## config.mk

```make
export PLATFORM = sky130hd
export DESIGN_NAME = mem_access
export DESIGN_NICKNAME = d
export VERILOG_FILES = /design/src/rtl/mem_access.sv
export SDC_FILE = /design/constraint.sdc
export NUM_CORES = 1
export LEC_CHECK = 0
export CORE_ASPECT_RATIO = 0.5
export CORE_UTILIZATION = 42
export CTS_CLUSTER_DIAMETER = 50
export CTS_CLUSTER_SIZE = 12
export DETAILED_ROUTE_END_ITERATION = 10
export MAX_ROUTING_LAYER = met4
export PLACE_DENSITY = 0.9
export SYNTH_ARGS = -nofsm -noshare
export SYNTH_HDL_FRONTEND = slang
export SYNTH_SLANG_ARGS = --single-unit
```

## constraint.sdc

```tcl
create_clock -name CLK -period 2.25 [get_ports CLK]
set_input_delay 0.45 -clock CLK [delete_from_list [all_inputs] [get_ports CLK]]
set_output_delay 0.45 -clock CLK [all_outputs]
set_load 0.02 [all_outputs]
```

## src/rtl/mem_access.sv

```systemverilog
// Memory-access stage: latches execute results, runs load/store over a req/ack
// data-memory port, extracts load data and drives the M-stage forwarding bus.
//
// state | meaning
// IDLE  | no access outstanding; latched result (if any) is presented
// REQ   | access issued, waiting for DMEM_ACK; stage busy, result invalid
// DONE  | access finished; result presented until the next capture
module mem_access #(
  parameter int DMEM_ADDR_W = 32
) (
  input  logic                   CLK,
  input  logic                   RST,
  input  logic                   STALL,
  input  logic [31:0]            A_PC,
  input  logic [31:0]            A_INST,
  input  logic                   A_VALID,
  input  logic [4:0]             A_REG_D,
  input  logic [31:0]            A_REG_D_V,
  input  logic                   A_LOAD,
  input  logic                   A_STORE,
  input  logic [2:0]             A_FUNCT3,
  input  logic [31:0]            A_MEM_ADDR,
  input  logic [31:0]            A_STORE_DATA,
  output logic                   DMEM_REQ,
  output logic                   DMEM_WE,
  output logic [DMEM_ADDR_W-1:0] DMEM_ADDR,
  output logic [3:0]             DMEM_STRB,
  output logic [31:0]            DMEM_WDATA,
  input  logic [31:0]            DMEM_RDATA,
  input  logic                   DMEM_ACK,
  output logic                   M_BUSY,
  output logic [31:0]            M_PC,
  output logic [31:0]            M_INST,
  output logic                   M_VALID,
  output logic [4:0]             M_REG_D,
  output logic [31:0]            M_REG_D_V,
  output logic                   M_MISALIGN,
  output logic                   FWD_M_VALID,
  output logic [4:0]             FWD_M_REG_D,
  output logic [31:0]            FWD_M_REG_D_V
);

  typedef enum logic [1:0] {IDLE, REQ, DONE} state_t;

  state_t      state_q, state_d;
  logic [31:0] pc_q, inst_q, rdv_q, addr_q, sdata_q, rdata_q;
  logic        valid_q, load_q, store_q;
  logic [4:0]  rd_q;
  logic [2:0]  funct3_q;

  logic        capture;
  logic        mis_in, mis_q, misalign;
  logic [31:0] aligned_addr;
  logic [7:0]  byte_sel;
  logic [15:0] half_sel;
  logic [31:0] load_val;

  function automatic logic is_misaligned(input logic [2:0] f3, input logic [1:0] a);
    return ((f3[1:0] == 2'b01) && a[0]) || ((f3[1:0] == 2'b10) && (a != 2'b00));
  endfunction

  assign capture = !STALL && (state_q != REQ);
  assign mis_in  = is_misaligned(A_FUNCT3, A_MEM_ADDR[1:0]);
  assign mis_q   = is_misaligned(funct3_q, addr_q[1:0]);

  always_ff @(posedge CLK) begin
    if (RST) begin
      state_q  <= IDLE;
      pc_q     <= '0;
      inst_q   <= '0;
      valid_q  <= 1'b0;
      rd_q     <= '0;
      rdv_q    <= '0;
      load_q   <= 1'b0;
      store_q  <= 1'b0;
      funct3_q <= '0;
      addr_q   <= '0;
      sdata_q  <= '0;
      rdata_q  <= '0;
    end else begin
      state_q <= state_d;
      if (capture) begin
        pc_q     <= A_PC;
        inst_q   <= A_INST;
        valid_q  <= A_VALID;
        rd_q     <= A_REG_D;
        rdv_q    <= A_REG_D_V;
        load_q   <= A_LOAD;
        store_q  <= A_STORE;
        funct3_q <= A_FUNCT3;
        addr_q   <= A_MEM_ADDR;
        sdata_q  <= A_STORE_DATA;
      end
      if ((state_q == REQ) && DMEM_ACK && load_q) begin
        rdata_q <= DMEM_RDATA;
      end
    end
  end

  // The REQ decision is made on the incoming values since they are latched at this same edge.
  always_comb begin
    state_d = state_q;
    case (state_q)
      REQ: begin
        if (DMEM_ACK) state_d = DONE;
      end
      default: begin
        if (capture) begin
          if (A_VALID && (A_LOAD || A_STORE) && !mis_in) state_d = REQ;
          else                                           state_d = IDLE;
        end
      end
    endcase
  end

  assign aligned_addr = {addr_q[31:2], 2'b00};
  assign DMEM_REQ     = (state_q == REQ);
  assign DMEM_WE      = store_q;
  assign DMEM_ADDR    = aligned_addr[DMEM_ADDR_W-1:0];
  assign M_BUSY       = (state_q == REQ);

  always_comb begin
    DMEM_STRB = 4'b0000;
    if (store_q) begin
      case (funct3_q[1:0])
        2'b00:   DMEM_STRB = 4'b0001 << addr_q[1:0];
        2'b01:   DMEM_STRB = 4'b0011 << addr_q[1:0];
        default: DMEM_STRB = 4'b1111;
      endcase
    end else if (load_q) begin
      DMEM_STRB = 4'b1111;
    end
  end

  always_comb begin
    DMEM_WDATA = sdata_q;
    case (funct3_q[1:0])
      2'b00:   DMEM_WDATA = {4{sdata_q[7:0]}};
      2'b01:   DMEM_WDATA = {2{sdata_q[15:0]}};
      default: DMEM_WDATA = sdata_q;
    endcase
  end

  always_comb begin
    byte_sel = rdata_q[7:0];
    case (addr_q[1:0])
      2'b00:   byte_sel = rdata_q[7:0];
      2'b01:   byte_sel = rdata_q[15:8];
      2'b10:   byte_sel = rdata_q[23:16];
      default: byte_sel = rdata_q[31:24];
    endcase
    half_sel = addr_q[1] ? rdata_q[31:16] : rdata_q[15:0];
    load_val = 32'h0;
    case (funct3_q)
      3'b000:  load_val = {{24{byte_sel[7]}}, byte_sel};
      3'b100:  load_val = {24'h0, byte_sel};
      3'b001:  load_val = {{16{half_sel[15]}}, half_sel};
      3'b101:  load_val = {16'h0, half_sel};
      3'b010:  load_val = rdata_q;
      default: load_val = 32'h0;
    endcase
  end

  assign misalign   = valid_q && (load_q || store_q) && mis_q;
  assign M_MISALIGN = misalign;
  assign M_PC       = pc_q;
  assign M_INST     = inst_q;
  assign M_VALID    = valid_q && (state_q != REQ);
  assign M_REG_D    = (store_q || misalign) ? 5'd0 : rd_q;
  assign M_REG_D_V  = load_q ? load_val : rdv_q;

  assign FWD_M_VALID   = M_VALID && !store_q && !misalign && (rd_q != 5'd0);
  assign FWD_M_REG_D   = M_REG_D;
  assign FWD_M_REG_D_V = M_REG_D_V;

endmodule

```

## Yosys cells after proc, flatten, opt, wreduce, memory -nomap -nowiden

Cells that the tools add are included.

| operators by class | value |
|---|---|
| equal/unequal tests | 13 |
| div/mod/pow operators | 0 |
| shift operators | 2 |
| mux-type cells | 13 |
| $add $sub $neg | 0 |
| reductions and logical operators | 32 |
| bitwise gates (word level) | 0 |
| magnitude comparators | 0 |
| multiply operators | 0 |

Operator list:

| kind | number |
|---|---|
| case mux 32 bit (5 select lines) | 1 |
| case mux 32 bit (2 select lines) | 1 |
| two-way mux 32 bit | 1 |
| case mux 8 bit (3 select lines) | 1 |
| two-way mux 16 bit | 1 |
| logical AND 1 bit | 15 |
| equality test 2 x 1 -> 1 bit (second input constant) | 4 |
| two-way mux 4 bit | 2 |
| case mux 4 bit (2 select lines) | 1 |
| equality test 2 bit (second input constant) | 3 |
| equality test 3 bit (second input constant) | 2 |
| two-way mux 2 bit | 3 |
| nonzero test 2 bit | 3 |
| logical OR 1 bit | 5 |
| two-way mux 5 bit | 1 |
| nonzero test 5 bit | 1 |
| zero test 1 bit | 4 |
| zero test 2 bit | 2 |
| != test 2 x 1 -> 1 bit (second input constant) | 2 |
| << shifter 1 x 2 -> 4 bit (first input constant) | 1 |
| << shifter 2 x 2 -> 4 bit (first input constant) | 1 |
| equality test 3 x 1 -> 1 bit (second input constant) | 1 |
| equality test 3 x 2 -> 1 bit (second input constant) | 1 |
| zero test 3 bit | 1 |
| other kinds (2) | 2 |

| storage, ports and cells | value |
|---|---|
| ROM bits | 0 |
| bits in registers | 205 |
| bits in writable memories | 0 |
| logic and storage cells | 72 |
| bits in latches | 0 |
| memories kept | 0 |
| output and inout bits | 212 |

## Depth between registers and ports, before layout

| depth | value |
|---|---|
| depth in word-level cells | 8 |
| gate-level depth with buffers | 8 |
| mapped depth without buffers | 4 |

## Least setup slack after synthesis

Ideal clock, no wire load.

| path | value |
|---|---|
| path kind | flip-flop to output port |
| from | register funct3_q[0] |
| to | output M_REG_D_V[0] |
| arrival time | 1.861 ns |
| path slack | -0.061 ns |
| stages on the path, launching flop included | 8 |
| buffers on the path | 3 |
| path through | dfxtp_1 buf_6 nor2b_2 buf_6 mux4_2 and2_1 a221o_1 buf_4 |

| between the ends | value |
|---|---|
| word-level cells in the longest chain between the ends | 3 |
| elaborated cells between the ends (all ways) | 7 |

RTL lines:

| element | RTL line | text |
|---|---|---|
| from (decl) | 49 | `logic [2:0] funct3_q;` |
| from (signal assigned) | 76 | `funct3_q <= '0;` |
| from (signal assigned) | 90 | `funct3_q <= A_FUNCT3;` |
| equality test 3 x 2 -> 1 bit (tied with other cells) | 154 | `case (funct3_q)` |
| case mux 32 bit (5 select lines) * | 154 |  |
| two-way mux 32 bit * | 170 | `assign M_REG_D_V = load_q ? load_val : rdv_q;` |
| to (decl) | 36 | `output logic [31:0] M_REG_D_V,` |

Every way passes the cells marked *; elsewhere a longest branch is shown, timed or not.

## Final worst setup path

| path | value |
|---|---|
| from | register addr_q[0] |
| to | output FWD_M_REG_D_V[23] |

| between the ends | value |
|---|---|
| word-level cells in the longest chain between the ends | 4 |
| elaborated cells between the ends (all ways) | 6 |

RTL lines:

| element | RTL line | text |
|---|---|---|
| from (decl) | 46 | `logic [31:0] pc_q, inst_q, rdv_q, addr_q, sdata_q, rdata_q;` |
| from (signal assigned) | 77 | `addr_q <= '0;` |
| from (signal assigned) | 91 | `addr_q <= A_MEM_ADDR;` |
| equality test 2 bit (tied with other cells) | 146 | `case (addr_q[1:0])` |
| case mux 8 bit (3 select lines) * | 146 |  |
| case mux 32 bit (5 select lines) * | 154 |  |
| two-way mux 32 bit * | 170 |  |
| to (decl) | 40 | `output logic [31:0] FWD_M_REG_D_V` |

Marks and branches as above.

==> key figures <==
Run status
  • Status: finished with violations
  • Failing checks: setup timing

Power
  • Cell Pwr Density: 650 mW/mm^2
  • Total power: 0.00936 W
  • Sequential Power Share: 0.423
  • Peak VDD IR: 0.867 mV
  • Internal power: 0.00671 W
  • Switching part of the total: 0.283
  • Comb power frac: 0.236
  • Pleak: roughly 5.7 nW
  • Net Sw Power: 0.00265 W
  • Clock Power Share: 0.340

Detailed routing
  • 1st-iter DRT viols: about 940
  • Wire per inst: 19.6 microns
  • Vias/cell: between 5 and 6
  • Detailed-route wire length: between 30 and 40 mm
  • Antenna-violating nets left: 0
  • Via count: about 10000
  • First drt pass iteration count: 5
  • Post-route DRC violation count: 0

CTS
  • CTS tree: yes
  • CTS buffer count: 21
  • Clock Latency Late Sink: 500 ps
  • Clock Sinks: 205
  • H-tree levels: 1
  • CTS max path bufs: 3
  • Reg clk slew, reported paths: 60 ps
  • Clock Tree Root: clkbuf_16

STA
  • RSZ-0062 raised after global routing: yes
  • Final max-slew violation count: 0
  • Slew margin rel.: 0.593
  • Minimum clock period: 2790 ps
  • Worst Skew: 9.21 ps
  • Fmax achieved: approximately 0.36 GHz
  • Setup ws final: -543 ps
  • Least-Margin Pin Slew: 608 ps
  • Setup-failing EPs final: 85
  • Hold Vio Cnt, Final: 0
  • Final period util: 1.24

Synth
  • Post-synth EDFFs: 0
  • Library cells used by synthesis: between 40 and 50
  • Synth Area per Inst: 7.81 sq um
  • Cell Area, Synth: approximately 0.009 sq mm
  • Synth area leaders: dfxtp_1 (46%), nand2_1 (17%), a21oi_1 (11%), buf_4 (6.6%), a221o_1 (2.6%)
  • Prevailing post-synth register cell: dfxtp_1
  • Sequential share of the synthesized area: 0.455
  • Yosys top cell area share: 0.455
  • Seq cells post-synth: approximately 210
  • Cell taking the most area after synthesis: dfxtp_1
  • Yosys warns: 0
  • Ys async rst share: 0
  • Cells after synthesis: about 1200

Worst setup path
  • WP data required: approximately 1800 ps
  • Worst Setup EP: FWD_M_REG_D_V[23]
  • Register-to-register setup slack: 530 ps
  • FF-to-FF path depth: 6
  • Worst Setup Path Type: register to output pin
  • Crit path launch type: register
  • CP delay by family, top: buffers and inverters
  • Crit-path max cell delay: 340 ps
  • Crit. path cell count: 8
  • CP max FO: 10
  • Reg-to-reg startpoint: state_q[0]$_SDFFE_PP0P_
  • Critical Path Start: addr_q[0]$_SDFFE_PP0P_
  • CP Data Arrival Time: 2340 ps
  • Worst Setup End Kind: output pin
  • CP Cell Sequence: buf_4 -> nor2_4 -> buf_4 -> a2111oi_4 -> buf_4 -> buf_12 -> a221o_1 -> buf_6
  • Worst r2r dst: M_INST[29]$_SDFFE_PP0P_
  • CP most frequent cell: buf_4
  • Slowest stage cell, crit path: dfxtp_2
  • Worst path bufs/invs: 5

Place
  • HPWL after DPL: 24.1 mm
  • RePlAce Congestion: 0.979
  • Placed instance count: 1741
  • Port Buf Inserts: between 400 and 500

Cells and area
  • Area Overhead vs Synth: 59.9%
  • Most common cell after layout, fill and taps aside: nand2_1
  • Share of cells above drive strength 1: 0.189
  • Area of the multi-input gates: 0.00421 sq mm
  • Post-layout util: 0.693
  • Non-Filler Instances: 1795
  • Nets: 1726
  • FF/Latch Area: between 0.004 and 0.005 sq mm
  • Most frequent cells in the layout: nand2_1 (416), clkdlybuf4s50_1 (308), a21oi_1 (205)
  • Fillers: 1567

Die
  • Cell Rows: 37
  • Starting density of the core: 0.434
  • Core footprint: between 0.02 and 0.025 sq mm
  • Ports: 419
  • Die Span Y: 106 microns
  • Die area: 0.0221 sq mm
  • Die width: 209 microns

GRT
  • First-pass GRT wire length: 51.0 mm
  • Number of global-route vias before repair: between 9000 and 10000
  • Total track usage: 0.302
  • Initial antenna violation count: 2
  • Largest net degree at the start of global routing: 70
  • Total gr overflow: 0

Worst hold path
  • Worst hold path class: input pin to register

Job
  • Maxcap violations: 0
-- cells in the mapped netlist (2+ instances only) --
| library cell | number |
|---|---|
| a21oi_1 | 206 |
| a221o_1 | 23 |
| a31oi_1 | 10 |
| and2_1 | 12 |
| buf_2 | 27 |
| buf_4 | 79 |
| buf_6 | 3 |
| clkbuf_1 | 55 |
| dfxtp_1 | 205 |
| inv_1 | 2 |
| mux2_2 | 16 |
| mux2i_1 | 11 |
| mux4_2 | 7 |
| nand2_1 | 416 |
| nand2b_1 | 2 |
| nand3_1 | 8 |
| nand3b_1 | 4 |
| nor2_1 | 11 |
| nor2_2 | 2 |
| nor2b_1 | 11 |
| o211ai_1 | 7 |
| o21ai_0 | 13 |
| o2bb2ai_1 | 2 |
| or2_2 | 2 |
-- area by class of cell --
type	count	area share
Timing Repair Buffer	506	0.358
Multi-Input combinational cell	782	0.292
Sequential cell	205	0.286
Clock buffer	22	0.0367
Tap cell	273	0.0237
Clock inverter	2	0.00269
Inverter	3	0.000781
Antenna cell	2	0.000347
-- stage by stage --
step	setup slack [ps]	cell area (sq um)	setup TNS [ps]	hold WS [ps]
final	-543	14400	-31100	332
after global routing	-611	14400	-36380	333
after CTS	-440	14000	-21120	319
after detailed placement	-435	13200	-20580	446
after global placement	-396	13200	-18560	438
after floorplan	-16.8	9050	-116	433
-- worst min path at each step --
| stage | endpoint | slack [ps] | startpoint | depth (start not counted) |
|---|---|---|---|---|
| final | addr_q[7]$_SDFFE_PP0P_ | 330 | RST | 2 |
| after global routing | addr_q[7]$_SDFFE_PP0P_ | 330 | RST | 2 |
| after CTS | state_q[1]$_SDFFE_PP0P_ | 320 | RST | 2 |
| after detailed placement | M_INST[21]$_SDFFE_PP0P_ | 450 | M_INST[21]$_SDFFE_PP0P_ | 2 |
| after global placement | sdata_q[19]$_SDFFE_PP0P_ | 440 | sdata_q[19]$_SDFFE_PP0P_ | 2 |
| after floorplan | sdata_q[16]$_SDFFE_PP0P_ | 430 | sdata_q[16]$_SDFFE_PP0P_ | 2 |
-- per-layer routing --
metal  up-vias  GRT usage  wire, microns
met1      4613      0.360          13700
met5         -          -              0
li1       4470          -              -
met3       150     0.0450           2440
met2       533      0.510          17300
met4         0      0.129           1730
-- flip-flops by register name, indices dropped and copies added (netlist names), 2 cells and up --
register and flops:
M_PC 32, M_INST 32, funct3_q 3, rdata_q 32
rd_q 5, state_q 2, sdata_q 32, rdv_q 32
addr_q 32
-- power by group through the flow --
| stage | Sequential [W] | Combinational [W] | Clock (W) |
|---|---|---|---|
| floorplan | 0.00408 | 0.000981 | 0 |
| global placement | 0.00402 | 0.00200 | 0 |
| detailed placement | 0.00404 | 0.00204 | 0 |
| CTS | 0.00396 | 0.00206 | 0.00322 |
| global route | 0.00398 | 0.00233 | 0.00337 |
| finish | 0.00396 | 0.00221 | 0.00319 |
-- cell families after synthesis --
| kind of cell | synth area share |
|---|---|
| compound gates | 0.172 |
| buf+inv | 0.109 |
| flops | 0.455 |
| mux | 0.0514 |
| other cells | 0.000416 |
| simple gates | 0.212 |
-- timing repair --
item,4_1_cts,5_1_grt
pin swaps,5,6
setup endpoints to repair,107,104
hold buffers,0,0
gates cloned,1,2
hold endpoints to repair,0,0
resized for setup,537,151
setup buffers,8,18
(Power assumes the default switching activity.)
